==> config.mk <==
export PLATFORM = sky130hd
export DESIGN_NAME = note_recorder
export DESIGN_NICKNAME = d
export VERILOG_FILES = /design/src/rtl/note_recorder.sv
export SDC_FILE = /design/constraint.sdc
export NUM_CORES = 1
export LEC_CHECK = 0
export ABC_AREA = 0
export CELL_PAD_IN_SITES_DETAIL_PLACEMENT = 1
export CELL_PAD_IN_SITES_GLOBAL_PLACEMENT = 1
export CORE_MARGIN = 1
export CORE_UTILIZATION = 40
export DETAILED_ROUTE_END_ITERATION = 6
export PLACE_DENSITY_LB_ADDON = 0.3
export SYNTH_ARGS = -nofsm -noshare
export SYNTH_HDL_FRONTEND = slang
export SYNTH_SLANG_ARGS = --single-unit
==> constraint.sdc <==
create_clock -name CLK -period 7.68 [get_ports CLK]
set_input_delay 1.536 -clock CLK [delete_from_list [all_inputs] [get_ports CLK]]
set_output_delay 1.536 -clock CLK [all_outputs]
set_load 0.05 [all_outputs]
==> src/rtl/note_recorder.sv <==
// note_recorder: captures the live note stream as {note, duration} entries counted in
// quarter beats and replays them as an autoplay source. Define RECORDER_LOOP_EN to loop playback.
module note_recorder #(
  parameter int         DEPTH_LOG2 = 5,
  parameter int         DUR_W      = 6,
  parameter logic [3:0] REST_CODE  = 4'd0
) (
  input  logic                CLK,
  input  logic                RESET,
  input  logic                QUARTER_BEAT,
  input  logic                REC,
  input  logic                PLAY,
  input  logic [3:0]          note_in,
  output logic [3:0]          note_out,
  output logic                recording,
  output logic                playing,
  output logic                full,
  output logic [DEPTH_LOG2:0] length
);
  localparam int               PW      = DEPTH_LOG2 + 1;
  localparam int               EW      = DUR_W + 4;
  localparam logic [PW-1:0]    DEPTH_L = PW'(1 << DEPTH_LOG2);
  localparam logic [PW-1:0]    ONE_L   = PW'(1);
  localparam logic [DUR_W-1:0] DUR_MAX = '1;
  localparam logic [DUR_W-1:0] DUR_ONE = DUR_W'(1);

  typedef enum logic [1:0] {S_IDLE, S_REC, S_PLAY} state_t;

  state_t                r_state;
  logic                  r_qb_prev;
  logic                  r_recording;
  logic                  r_playing;
  logic                  r_full;
  logic [PW-1:0]         r_length;
  logic [PW-1:0]         r_wr_ptr;
  logic [DEPTH_LOG2-1:0] r_rd_ptr;
  logic [3:0]            r_cur_note;
  logic [DUR_W-1:0]      r_dur;
  logic [DUR_W-1:0]      r_remaining;
  // Entry layout {note, dur}; deliberately not reset, length=0 hides stale data.
  logic [EW-1:0]         r_mem [1 << DEPTH_LOG2];

  logic                  w_tick;
  logic                  w_stop;
  logic                  w_rec_tick;
  logic                  w_extend;
  logic                  w_wr_en;
  logic [PW-1:0]         w_wr_next;
  logic [DEPTH_LOG2-1:0] w_rd_next;
  logic                  w_last;
  logic [DUR_W-1:0]      w_first_dur;
  logic [DUR_W-1:0]      w_next_dur;
  logic [3:0]            w_play_note;

  assign w_tick      = QUARTER_BEAT & ~r_qb_prev;
  assign w_stop      = (r_state == S_REC) && (REC || PLAY);
  // A button pulse wins over a coincident beat tick.
  assign w_rec_tick  = (r_state == S_REC) && !(REC || PLAY) && w_tick;
  assign w_extend    = (note_in == r_cur_note) && (r_dur < DUR_MAX);
  assign w_wr_en     = (w_stop && (r_dur != '0) && (r_wr_ptr < DEPTH_L)) ||
                       (w_rec_tick && !w_extend && (r_dur != '0));
  assign w_wr_next   = r_wr_ptr + ONE_L;
  assign w_rd_next   = r_rd_ptr + DEPTH_LOG2'(1);
  assign w_last      = (PW'(r_rd_ptr) + ONE_L) == r_length;
  assign w_first_dur = r_mem[0][DUR_W-1:0];
  assign w_next_dur  = r_mem[w_rd_next][DUR_W-1:0];
  assign w_play_note = r_mem[r_rd_ptr][EW-1:DUR_W];

  always_ff @(posedge CLK) begin
    if (w_wr_en) r_mem[r_wr_ptr[DEPTH_LOG2-1:0]] <= {r_cur_note, r_dur};
  end

  always_ff @(posedge CLK or posedge RESET) begin
    if (RESET) begin
      r_state     <= S_IDLE;
      r_qb_prev   <= 1'b0;
      r_recording <= 1'b0;
      r_playing   <= 1'b0;
      r_full      <= 1'b0;
      r_length    <= '0;
      r_wr_ptr    <= '0;
      r_rd_ptr    <= '0;
      r_cur_note  <= REST_CODE;
      r_dur       <= '0;
      r_remaining <= '0;
    end else begin
      r_qb_prev <= QUARTER_BEAT;
      case (r_state)
        S_IDLE: begin
          if (REC) begin
            r_wr_ptr    <= '0;
            r_cur_note  <= note_in;
            r_dur       <= '0;
            r_full      <= 1'b0;
            r_recording <= 1'b1;
            r_state     <= S_REC;
          end else if (PLAY && (r_length != '0)) begin
            r_rd_ptr    <= '0;
            r_remaining <= w_first_dur;
            r_playing   <= 1'b1;
            r_state     <= S_PLAY;
          end
        end
        S_REC: begin
          if (w_stop) begin
            r_length    <= w_wr_en ? w_wr_next : r_wr_ptr;
            r_recording <= 1'b0;
            r_state     <= S_IDLE;
          end else if (w_rec_tick) begin
            if (w_extend) begin
              r_dur <= r_dur + DUR_ONE;
            end else begin
              if (r_dur != '0) begin
                r_wr_ptr <= w_wr_next;
                // Last slot just written: the note that forced the write is dropped.
                if (w_wr_next == DEPTH_L) begin
                  r_full      <= 1'b1;
                  r_length    <= DEPTH_L;
                  r_recording <= 1'b0;
                  r_state     <= S_IDLE;
                end
              end
              r_cur_note <= note_in;
              r_dur      <= DUR_ONE;
            end
          end
        end
        S_PLAY: begin
          if (PLAY) begin
            r_playing <= 1'b0;
            r_state   <= S_IDLE;
          end else if (w_tick) begin
            if (r_remaining > DUR_ONE) begin
              r_remaining <= r_remaining - DUR_ONE;
            end else if (w_last) begin
`ifdef RECORDER_LOOP_EN
              r_rd_ptr    <= '0;
              r_remaining <= w_first_dur;
`else
              r_playing   <= 1'b0;
              r_state     <= S_IDLE;
`endif
            end else begin
              r_rd_ptr    <= w_rd_next;
              r_remaining <= w_next_dur;
            end
          end
        end
        default: begin
          r_recording <= 1'b0;
          r_playing   <= 1'b0;
          r_state     <= S_IDLE;
        end
      endcase
    end
  end

  assign note_out  = r_playing ? w_play_note : REST_CODE;
  assign recording = r_recording;
  assign playing   = r_playing;
  assign full      = r_full;
  assign length    = r_length;
endmodule

==> results.toml <==
[power_and_ir_drop]
power_leakage_nw = 5.31
ir_drop_mv = 0.150
totalPowerFinal_mw = 5.36
pwr_density_cell_mw_per_mm2 = 319

[timing]
fmax_ghz = 0.178
hold_viol_final = 0
post-route-period-util = 0.730
slew_violations = 0
fin_crit_ps = 5610
setup_ws_ps = 2070
rsz0062_at_grt = "no"
finalSetupViolations = 0
tightest_slew_ps = 1220
skew_ps = 15.5
relSlewSlack = 0.187
tns_ps = 0

[floorplan]
core_area_mm2 = 0.0366
die_h_um = 195
die_area_mm2 = 0.0380
rows = 70
die_w_um = 195
start_util = 0.407
ioPinCount = 22

[worst_setup_path]
crit_start = "r_rd_ptr[0]"
r2r_start = "r_cur_note[0]"
critPathRequiredTime_ps = 6140
start_kind = "flip-flop"
path_class = "flip-flop to output port"
cp.arrival_ps = 4070
endpoint_kind = "output port"
critPathMaxFanout = 51
rr_worst_depth = 6

[global_routing]
grt_max_degree = 52
grt_util_all_layers = 0.195
grt_pass1_wl_um = 53900
grt_pass1_vias = 8186
grt_overflow = 0
antenna_found_initial = 0

[clock_network]
clock-sinks = 359
cts_root_buf = "clkbuf_16"
cts_setup_buffers = 0
htreeDepth = 2
clk_latency_ps = 550
cts_tree = "yes"
ctsHoldBuffers = 0
cts_buffers = 39
clock_path_buffers = 3
cts.clk_slew.worst_paths_ps = 60
post_cts_resized = 0

[final_layout]
register_area_mm2 = 0.0106
layout.nets = 870
n_antenna_cell = 0
fin_cells = 1348
fill_cells = 3438
drive_gt1_frac = 0.198
multi_input_area_mm2 = 0.00405
fin_util = 0.460
area_growth_pct = 12.9

[synth]
yosys_warnings = 0
synth.distinct_cells = 60
synth_nets = 826
yosysSeqAreaShare = 0.710
synth_cells = 808
synthArstFlopShare = 0.109
yosys_register_bits = 359
synth_area_mm2 = 0.0149
avgSynthCellArea_um2 = 18.4
synth_edf_count = 320
ys.flop_type = "edfxtp_1"

[routing]
routedWlPerCell_um = 26.7
first_pass_iters = 5
drt-initial-drc-count = 531
viasPerCell = 5.68
vias = 7663
drc = 0
drtAntennaViolNets = 0
wl_um = 36000

[run]
cap_violations = 0

[placed_design]
gp_congestion = 0.821
pre_cts_ws_ps = 2560
post-place-cells = 1279
port_buffers = 21
place_hpwl_um = 22700

[min_path]
min_path_cells = 1
hold_class = "flip-flop to flip-flop"
worstHoldStart = "r_wr_ptr[5]"

[status]
status = "finished clean"
==> logic make-up after synthesis <==
group,synth area share
xor+xnor,0.0174
flops,0.710
buf+inv,0.0182
compound gates,0.0425
simple gates,0.0514
fa+ha+maj,0.00756
mux,0.153
==> cells in the mapped netlist, types with 3 or more instances <==
library cell	count	area [µm²]
mux2i_1	19	190
o2bb2ai_1	7	61.3
inv_1	13	48.8
and2_1	3	18.8
nand3b_1	4	30.0
nand2_1	36	135
buf_4	9	67.6
mux4_2	77	1730
o21a_1	3	22.5
o211ai_1	5	37.5
a31oi_1	8	50.1
mux2_2	8	90.1
a21oi_1	13	65.1
buf_1	4	15.0
and3_1	3	18.8
a211oi_1	10	75.1
nor2b_1	11	68.8
nor3_1	8	40.0
a21o_1	5	37.5
or3_1	4	25.0
xor2_1	15	131
nand3_1	8	40.0
a32oi_1	6	52.6
nand2b_1	4	25.0
dfrtp_1	39	976
nand4_1	8	50.1
ha_1	9	113
nor2_1	60	225
buf_2	9	45.0
clkbuf_1	10	37.5
o21ai_0	14	70.1
xnor2_1	9	78.8
mux4_1	10	263
edfxtp_1	320	9610
==> cell type report <==
cell class                 instances  share of cell area
timing repair buffer              39              0.0205
clock buffer                      44              0.0591
inverter                          13             0.00290
clock inverter                    25              0.0126
sequential                       359               0.629
multi-input combinational        400               0.241
tap                              468              0.0348
==> placed cells by master (no fill, tap or decap), types with 9 or more instances in the layout <==
master,Yosys,layout
xnor2_1,9,9
nand2_1,36,36
mux4_1,10,10
dfrtp_1,39,38
mux4_2,77,77
edfxtp_1,320,320
a21oi_1,13,13
o21ai_0,14,14
buf_4,9,18
nor2_1,60,60
clkinv_1,0,9
a211oi_1,10,10
clkbuf_16,0,39
mux2i_1,19,19
clkdlybuf4s50_1,0,21
nor2b_1,11,11
xor2_1,15,15
inv_1,13,13
==> where the power goes <==
group	switching, mW	internal [mW]	leakage (nW)	total (mW)
clock	0.771	1.01	0.580	1.78
combinational	0.575	0.503	1.34	1.08
sequential	0.231	2.27	3.38	2.50
total	1.58	3.78	5.31	5.36
==> sequential cells by signal (all words and copies together) (netlist names), 2 cells and up <==
signal       flops
r_remaining      6
r_wr_ptr         6
r_cur_note       4
length           6
r_mem          320
r_rd_ptr         5
r_state          2
r_dur            6
==> metal layers <==
layer  part of all wire  track usage
met4              0.021       0.0572
met3              0.050       0.0396
met2               0.49        0.317
met1               0.44        0.265
met5                  0            0
==> final timing paths <==
check                      slack, ps      endpoint
setup / recovery                2070   note_out[2]
hold / removal                   560   r_wr_ptr[5]
setup reg to reg                3640  r_mem[25][8]
hold reg to reg                  560   r_wr_ptr[5]
max in group asynchronous       5830   r_rd_ptr[0]
min in group asynchronous       1440      r_dur[5]
==> worst max-delay path, cell delays in order (launching register included) <==
cell             delay, ps
dfrtp_4               1070
buf_4                  480
mux4_2                 550
mux2i_1                160
a211oi_1               110
a21oi_1                340
nor2b_1                 90
clkdlybuf4s50_1        710
==> per-stage QoR <==
step	hold slack [ps]	area, µm²
finish	562	16800
global route	607	16800
CTS	566	16800
detailed placement	552	15600
global placement	539	15600
floorplan	510	14900
Power figures use the tool's default switching activity.
